`src/rtl/signed_sar_search.sv`:
```
// Binary-search controller that recovers an unknown signed W-bit value
// by driving probes into an external signed "greater than" comparator.
module signed_sar_search #(
   parameter int unsigned W = 4
) (
   input  logic         clk,
   input  logic         reset,
   input  logic         start,
   input  logic         cmp_gt,
   output logic [W-1:0] probe,
   output logic         busy,
   output logic         done,
   output logic [W-1:0] result
);

   localparam int unsigned WX = W + 1;
   localparam int unsigned SW = (W > 2) ? $clog2(W) : 1;

   // Search bounds, sign-extended to W+1 bits.
   localparam logic signed [WX-1:0] LO_INIT = {2'b11, {(W-1){1'b0}}};
   localparam logic signed [WX-1:0] HI_INIT = {2'b00, {(W-1){1'b1}}};

   typedef enum logic [1:0] {
      ST_IDLE   = 2'd0,
      ST_SEARCH = 2'd1,
      ST_DONE   = 2'd2
   } state_t;

   state_t                 r_state;
   state_t                 w_state_nxt;
   logic signed [WX-1:0]   r_lo;
   logic signed [WX-1:0]   r_hi;
   logic signed [WX-1:0]   w_lo_nxt;
   logic signed [WX-1:0]   w_hi_nxt;
   logic signed [WX-1:0]   w_mid;
   logic signed [WX-1:0]   w_mid_nxt;
   logic        [SW-1:0]   r_step;
   logic        [SW-1:0]   w_step_nxt;
   logic        [W-1:0]    r_probe;
   logic                   r_busy;
   logic                   r_done;
   logic        [W-1:0]    r_result;

   // Midpoint rounds toward -inf via arithmetic shift of the W+1-bit sum.
   always_comb begin
      w_mid     = (r_lo + r_hi) >>> 1;
      w_mid_nxt = (w_lo_nxt + w_hi_nxt) >>> 1;
   end

   // Next-state and interval update.
   always_comb begin
      w_state_nxt = r_state;
      w_lo_nxt    = r_lo;
      w_hi_nxt    = r_hi;
      w_step_nxt  = r_step;
      case (r_state)
         ST_IDLE: begin
            if (start) begin
               w_lo_nxt    = LO_INIT;
               w_hi_nxt    = HI_INIT;
               w_step_nxt  = '0;
               w_state_nxt = ST_SEARCH;
            end
         end
         ST_SEARCH: begin
            if (cmp_gt) begin
               w_lo_nxt = w_mid + WX'(1);
            end else begin
               w_hi_nxt = w_mid;
            end
            w_step_nxt = r_step + SW'(1);
            if (r_step == SW'(W - 1)) begin
               w_state_nxt = ST_DONE;
            end
         end
         ST_DONE: begin
            w_state_nxt = ST_IDLE;
         end
         default: begin
            w_state_nxt = ST_IDLE;
         end
      endcase
   end

   // State register.
   always_ff @(posedge clk) begin
      if (!reset) begin
         r_state <= ST_IDLE;
         r_lo    <= '0;
         r_hi    <= '0;
         r_step  <= '0;
      end else begin
         r_state <= w_state_nxt;
         r_lo    <= w_lo_nxt;
         r_hi    <= w_hi_nxt;
         r_step  <= w_step_nxt;
      end
   end

   // Outputs are registered from the next state so they line up with it.
   always_ff @(posedge clk) begin
      if (!reset) begin
         r_probe  <= '0;
         r_busy   <= 1'b0;
         r_done   <= 1'b0;
         r_result <= '0;
      end else begin
         r_probe <= (w_state_nxt == ST_SEARCH) ? w_mid_nxt[W-1:0] : '0;
         r_busy  <= (w_state_nxt != ST_IDLE);
         r_done  <= (w_state_nxt == ST_DONE);
         if (w_state_nxt == ST_DONE) begin
            r_result <= w_lo_nxt[W-1:0];
         end
      end
   end

   assign probe  = r_probe;
   assign busy   = r_busy;
   assign done   = r_done;
   assign result = r_result;

endmodule

```
`config.mk`:
```
export PLATFORM = sky130hd
export DESIGN_NAME = signed_sar_search
export DESIGN_NICKNAME = d
export VERILOG_FILES = /design/src/rtl/signed_sar_search.sv
export SDC_FILE = /design/constraint.sdc
export NUM_CORES = 1
export LEC_CHECK = 0
export CORE_UTILIZATION = 39
export DETAILED_ROUTE_END_ITERATION = 8
export SETUP_SLACK_MARGIN = 0.3
export SKIP_LAST_GASP = 1
export SLEW_MARGIN = 20
export SYNTH_ARGS = -nofsm -noshare
export SYNTH_HDL_FRONTEND = slang
export SYNTH_SLANG_ARGS = --single-unit
```
`constraint.sdc`:
```
create_clock -name clk -period 4.66 [get_ports clk]
set_input_delay 0.932 -clock clk [delete_from_list [all_inputs] [get_ports clk]]
set_output_delay 0.932 -clock clk [all_outputs]
set_load 0.05 [all_outputs]
```
Word-level counts from Yosys, hierarchy flattened

Index checks and enable logic that the tools add are counted.

Register bits: 24
Bits in latches: 0
Memory bits (writable): 0
ROM bits: 0
Input port bits: 4
Output and inout port bits: 10
Memories: 0

Add/subtract/negate cells: 4
Multiply operators: 0
Divide/modulo/power cells: 0
$lt $le $gt $ge: 0
Equality and inequality tests: 5
Shift-type cells: 0
Multiplexer cells: 11
Bitwise gates (word level): 0
Reductions and logical operators: 5

Operator list:

| operator                                                              | count |
|---|---|
| 5-bit 2-to-1 mux                                                      | 4 |
| 5-bit one-hot mux with 2 select lines                                 | 2 |
| 5-bit adder                                                           | 2 |
| 2-bit one-hot mux with 2 select lines                                 | 2 |
| 2-bit 2-to-1 mux                                                      | 3 |
| 4-bit by 2-bit adder with 5-bit output, second input constant         | 1 |
| 2-bit by 1-bit equality test with 1-bit output, second input constant | 2 |
| 2-bit equality test, second input constant                            | 2 |
| 2-bit AND reduction                                                   | 2 |
| 2-bit nonzero test                                                    | 2 |
| 2-bit by 1-bit adder with 2-bit output, second input constant         | 1 |
| 2-bit logical NOT                                                     | 1 |
| 2-bit inequality test, second input constant                          | 1 |

Longest topological paths before layout

Word-level depth: 5
Mapped depth: 14
Gate-level depth less buffers: 14

Least setup slack after synthesis

OpenSTA, ideal clock, no wires.

Path type: flip-flop to flip-flop
Start point: register r_hi[0]
End point: register r_probe[3] (netlist: probe[3])
Arrival time: 3.383 ns
Required time: 4.588 ns
Setup slack: 1.205 ns
Stages on the path, launching flop included: 15
Period minus slack after synthesis: 3.455 ns
Path through: dfxtp_1 > and2_1 > fa_1 > xor2_1 > ha_1 > xor2_1 > mux2i_1 > o21ai_0 > ha_1 > nor2b_1 > o21ai_0 > a21oi_1 > a311o_1 > a211oi_2 > mux2i_1

Word-level cells in the longest chain between the ends: 5
Elaborated cells on any way between the ends: 8
Those cells by class: 3 x add/sub; 5 x mux

RTL lines:

| item                                   | RTL line | source |
|---|---|---|
| start: declaration                     | 32       | `logic signed [WX-1:0] r_hi;` |
| start signal: assignment               | 95       | `r_hi <= w_hi_nxt;` |
| 5-bit adder                            | 46       | `w_mid = (r_lo + r_hi) >>> 1;` |
| 4-bit by 2-bit adder with 5-bit output | 67       | `w_lo_nxt = w_mid + WX'(1);` |
| 5-bit 2-to-1 mux                       | 66       | `if (cmp_gt) begin` |
| 5-bit one-hot mux with 2 select lines  | 56       | `case (r_state)` |
| net w_lo_nxt[2]                        | 33       | `logic signed [WX-1:0] w_lo_nxt;` |
| 5-bit adder                            | 47       | `w_mid_nxt = (w_lo_nxt + w_hi_nxt) >>> 1;` |
| end signal: assignment                 | 108      | `r_probe <= (w_state_nxt == ST_SEARCH) ? w_mid_nxt[W-1:0] : '0;` |
| end: declaration                       | 39       | `logic [W-1:0] r_probe;` |

The timed path passes the listed nets, and every way through them passes these cells.
A chain may end at the register's enable or synchronous reset.

Worst setup path after layout

Start point: register r_lo[0]
End point: register r_probe[3] (netlist: probe[3])

Word-level cells in the longest chain between the ends: 5
Elaborated cells on any way between the ends: 8
Those cells by class: 3 x add/sub; 5 x mux

RTL lines:

| item                                   | RTL line | source |
|---|---|---|
| start: declaration                     | 31       | `logic signed [WX-1:0] r_lo;` |
| start signal: assignment               | 94       | `r_lo <= w_lo_nxt;` |
| 5-bit adder                            | 46       |  |
| 4-bit by 2-bit adder with 5-bit output | 67       |  |
| 5-bit 2-to-1 mux                       | 66       |  |
| 5-bit one-hot mux with 2 select lines  | 56       |  |
| net w_lo_nxt[2]                        | 33       |  |
| 5-bit adder                            | 47       |  |

The timed path passes the listed nets, and every way through them passes these cells.

==> flow_summary.ini <==
[synth]
synth_edf_count = 0
syn_area_um2 = 1320
syn-num-nets = 165
synth-main-ff-cell = dfxtp_1
async_flop_share_pct = 0
ys_seq_elements = 24
seq_area_frac_synth_pct = 36.3
yosysWarnings = 0
postSynthCellCount = 151
yosysUniqueCellTypes = 42
avgSynthCellArea_um2 = 8.76

[finish]
area_growth_pct = 14.2
fillerInstances = 309
fin_cells = 207
finalNetCount = 179
drive_gt1_share_pct = 4.29
diodes = 0

[cts]
cts_root_buffer = clkbuf_4
cts.sinks = 24
cts_inserted_buffers = 3
clockBufferDepth = 2
htree_levels = 1
clk_pin_slew_ns = 0.13
cts_tree = yes
postCtsSetupBuffers = 0
worstSkewPairLatency_ns = 0.31
cts_resized = 0
ctsHoldBuffers = 0

[setup_path]
crit_fanout = 4
critPathCaptureType = flip-flop
crit_family = compound AO/OA/AOI/OAI gates
cp-start-kind = flip-flop
crit_chain = and2_1 > fa_1 > xor2_1 > ha_1 > xor2_1 > mux2i_1 > o21ai_0 > ha_1 > nor2b_1 > o21ai_0 > a21oi_1 > a311o_1 > a211oi_2 > mux2i_1
crit_slowest_cell = fa_1
critPathMaxStageDelay_ns = 0.41
critPathRequiredTime_ns = 4.91
critPathBufInv = 0
arrival_ns = 4.29
critPathKind = reg -> reg

[sta]
clock.fmax_mhz = 247
finalSetupViolCount = 0
fin_crit_ns = 4.04
hold_violations = 0
rsz0062_at_grt = false
finalClockSkew_ns = 0.0104
worst_slew_pin_slew_ns = 0.501
fin_crit_sh_pct = 86.8
fin_setup_tns_ns = 0
whs_ns = 0.488
max_slew_margin_pct = 66.5
drv_slew = 0

[pwr]
p_per_area_nw_per_um2 = 308
power_frac_seq_pct = 49.4
p_sw_mw = 0.158
p_comb_share_pct = 31.0
p_total_mw = 0.466
netSwitchingFraction_pct = 33.9
peakVddDrop_v = 0.000171
p_leak_nw = 0.655
power_frac_clock_pct = 19.6
intPower_mw = 0.308

[grt]
antenna_found_initial = 0
grt_pass1_wl_mm = 5.10
grt_max_degree = 13
grt_overflow = 0
track_usage_pct = 19.1
grt_pass1_vias = 1093

[route]
ant_nets = 0
drtIter0Drc = 35
wl_per_cell_um = 14.5
wirelength_mm = 2.99
remaining_drc_errors = 0
viasPerCell = 5.42
dr.pass1.iters = 4
num_vias = 1121

[floorplan]
start_util_pct = 42.3
die_h_um = 60.2
die_w_um = 60.2
die_area_um2 = 3630
pin_count = 14
coreArea_um2 = 3130
rows = 20

[place]
place.gp.congestion = 0.916
placedCellCount = 204
port_buffers = 13
hpwl_mm = 2.33

[worst_hold_path]
hold_class = reg -> reg

[outcome]
status = completed

[job]
cap_violations = 0
-- layout make-up --
class | instances | area, µm² | area share [%]
Tap cell | 44 | 55.1 | 3.65
Clock buffer | 3 | 22.5 | 1.49
Multi-Input combinational cell | 109 | 766 | 50.7
Timing Repair Buffer | 14 | 138 | 9.11
Inverter | 13 | 48.8 | 3.23
Sequential cell | 24 | 480 | 31.8
-- cells in the mapped netlist, types with 3 or more instances --
master | instances | area (µm²)
nor2b_1 | 3 | 18.8
mux2i_1 | 4 | 40.0
nand2_1 | 9 | 33.8
a21oi_1 | 11 | 55.1
o21ai_0 | 4 | 20.0
clkbuf_1 | 3 | 11.3
xor2_1 | 4 | 35.0
nand3_1 | 3 | 15.0
nor2_1 | 15 | 56.3
dfxtp_1 | 24 | 480
nand2b_1 | 4 | 25.0
and2_1 | 8 | 50.1
inv_1 | 12 | 45.0
ha_1 | 8 | 100
a21o_1 | 3 | 22.5
o22ai_1 | 4 | 25.0
-- logic make-up (layout without fill, tap and decap cells) --
family                     count (synthesis)  in the layout  synth area share [%]
and+or+nand+nor                           51             51                  19.8
AOI/OAI and AO/OA                         39             39                  20.2
DFF                                       24             24                  36.3
buffers and inverters                     18             30                  5.77
adders and majority gates                 10             10                  10.6
xor gates and xnor gates                   5              5                  4.35
muxes                                      4              4                  3.03
-- through the flow --
step / util [%] / cell area, µm² / setup slack (ns)
after floorplan: - / 1320 / 1.21
after global placement: 47.6 / 1490 / 0.592
after detailed placement: 47.6 / 1490 / 0.439
after CTS: 48.3 / 1510 / 0.636
after global routing: 48.3 / 1510 / 0.358
final: 48.3 / 1510 / 0.617
-- flip-flops by register name (all words and copies together) (netlist names) --
name,count
probe,4
busy,1
r_hi,5
done,1
r_lo,5
r_step,2
r_state,2
result,4
-- path summary, 6_finish.rpt --
path / startpoint / end / slack [ns] / cells after the start
min: result[2] / result[2] / 0.49 / 2
min reg2reg: result[2] / result[2] / 0.49 / 2
max reg2reg: r_lo[0] / probe[3] / 0.62 / 14
max: r_lo[0] / probe[3] / 0.62 / 14
-- cell usage in the layout (no fill, tap or decap), types with 2 or more instances in the layout --
master,n
nor2b_1,3
a21oi_1,11
a22oi_1,2
xor2_1,4
dfxtp_1,24
a21o_1,3
and2_1,8
clkdlybuf4s50_1,13
clkbuf_4,3
nand3_1,3
mux2i_1,4
inv_1,12
a211oi_1,2
nor3_1,2
nor2_1,15
fa_1,2
and3_1,2
o22ai_1,4
nand2b_1,4
o21ai_0,4
nand2_1,9
o31ai_1,2
ha_1,8
-- worst register-to-register path, cell delays in order, from the launching register on --
cell and delay, ns:
dfxtp_1 0.37, and2_1 0.17, fa_1 0.41, xor2_1 0.28
ha_1 0.31, xor2_1 0.10, mux2i_1 0.29, o21ai_0 0.18
ha_1 0.34, nor2b_1 0.15, o21ai_0 0.39, a21oi_1 0.19
a311o_1 0.39, a211oi_2 0.22, mux2i_1 0.19
-- power groups by stage --
stage	logic (mW)	registers [mW]	clock network, mW
2_1_floorplan	0.0893	0.251	0
3_3_place_gp	0.140	0.233	0
3_5_place_dp	0.143	0.234	0
4_1_cts	0.144	0.230	0.0949
5_1_grt	0.159	0.232	0.103
6_report	0.144	0.230	0.0912
-- layer usage --
layer  vias up  wire length, µm  GRT usage (%)
met1       538             1410           24.7
li1        552                -              -
met5         -                0              0
met4         0               36           7.64
met2        27             1410           30.9
met3         4              139           3.68
Note: power is estimated with default switching activity, not from simulation.
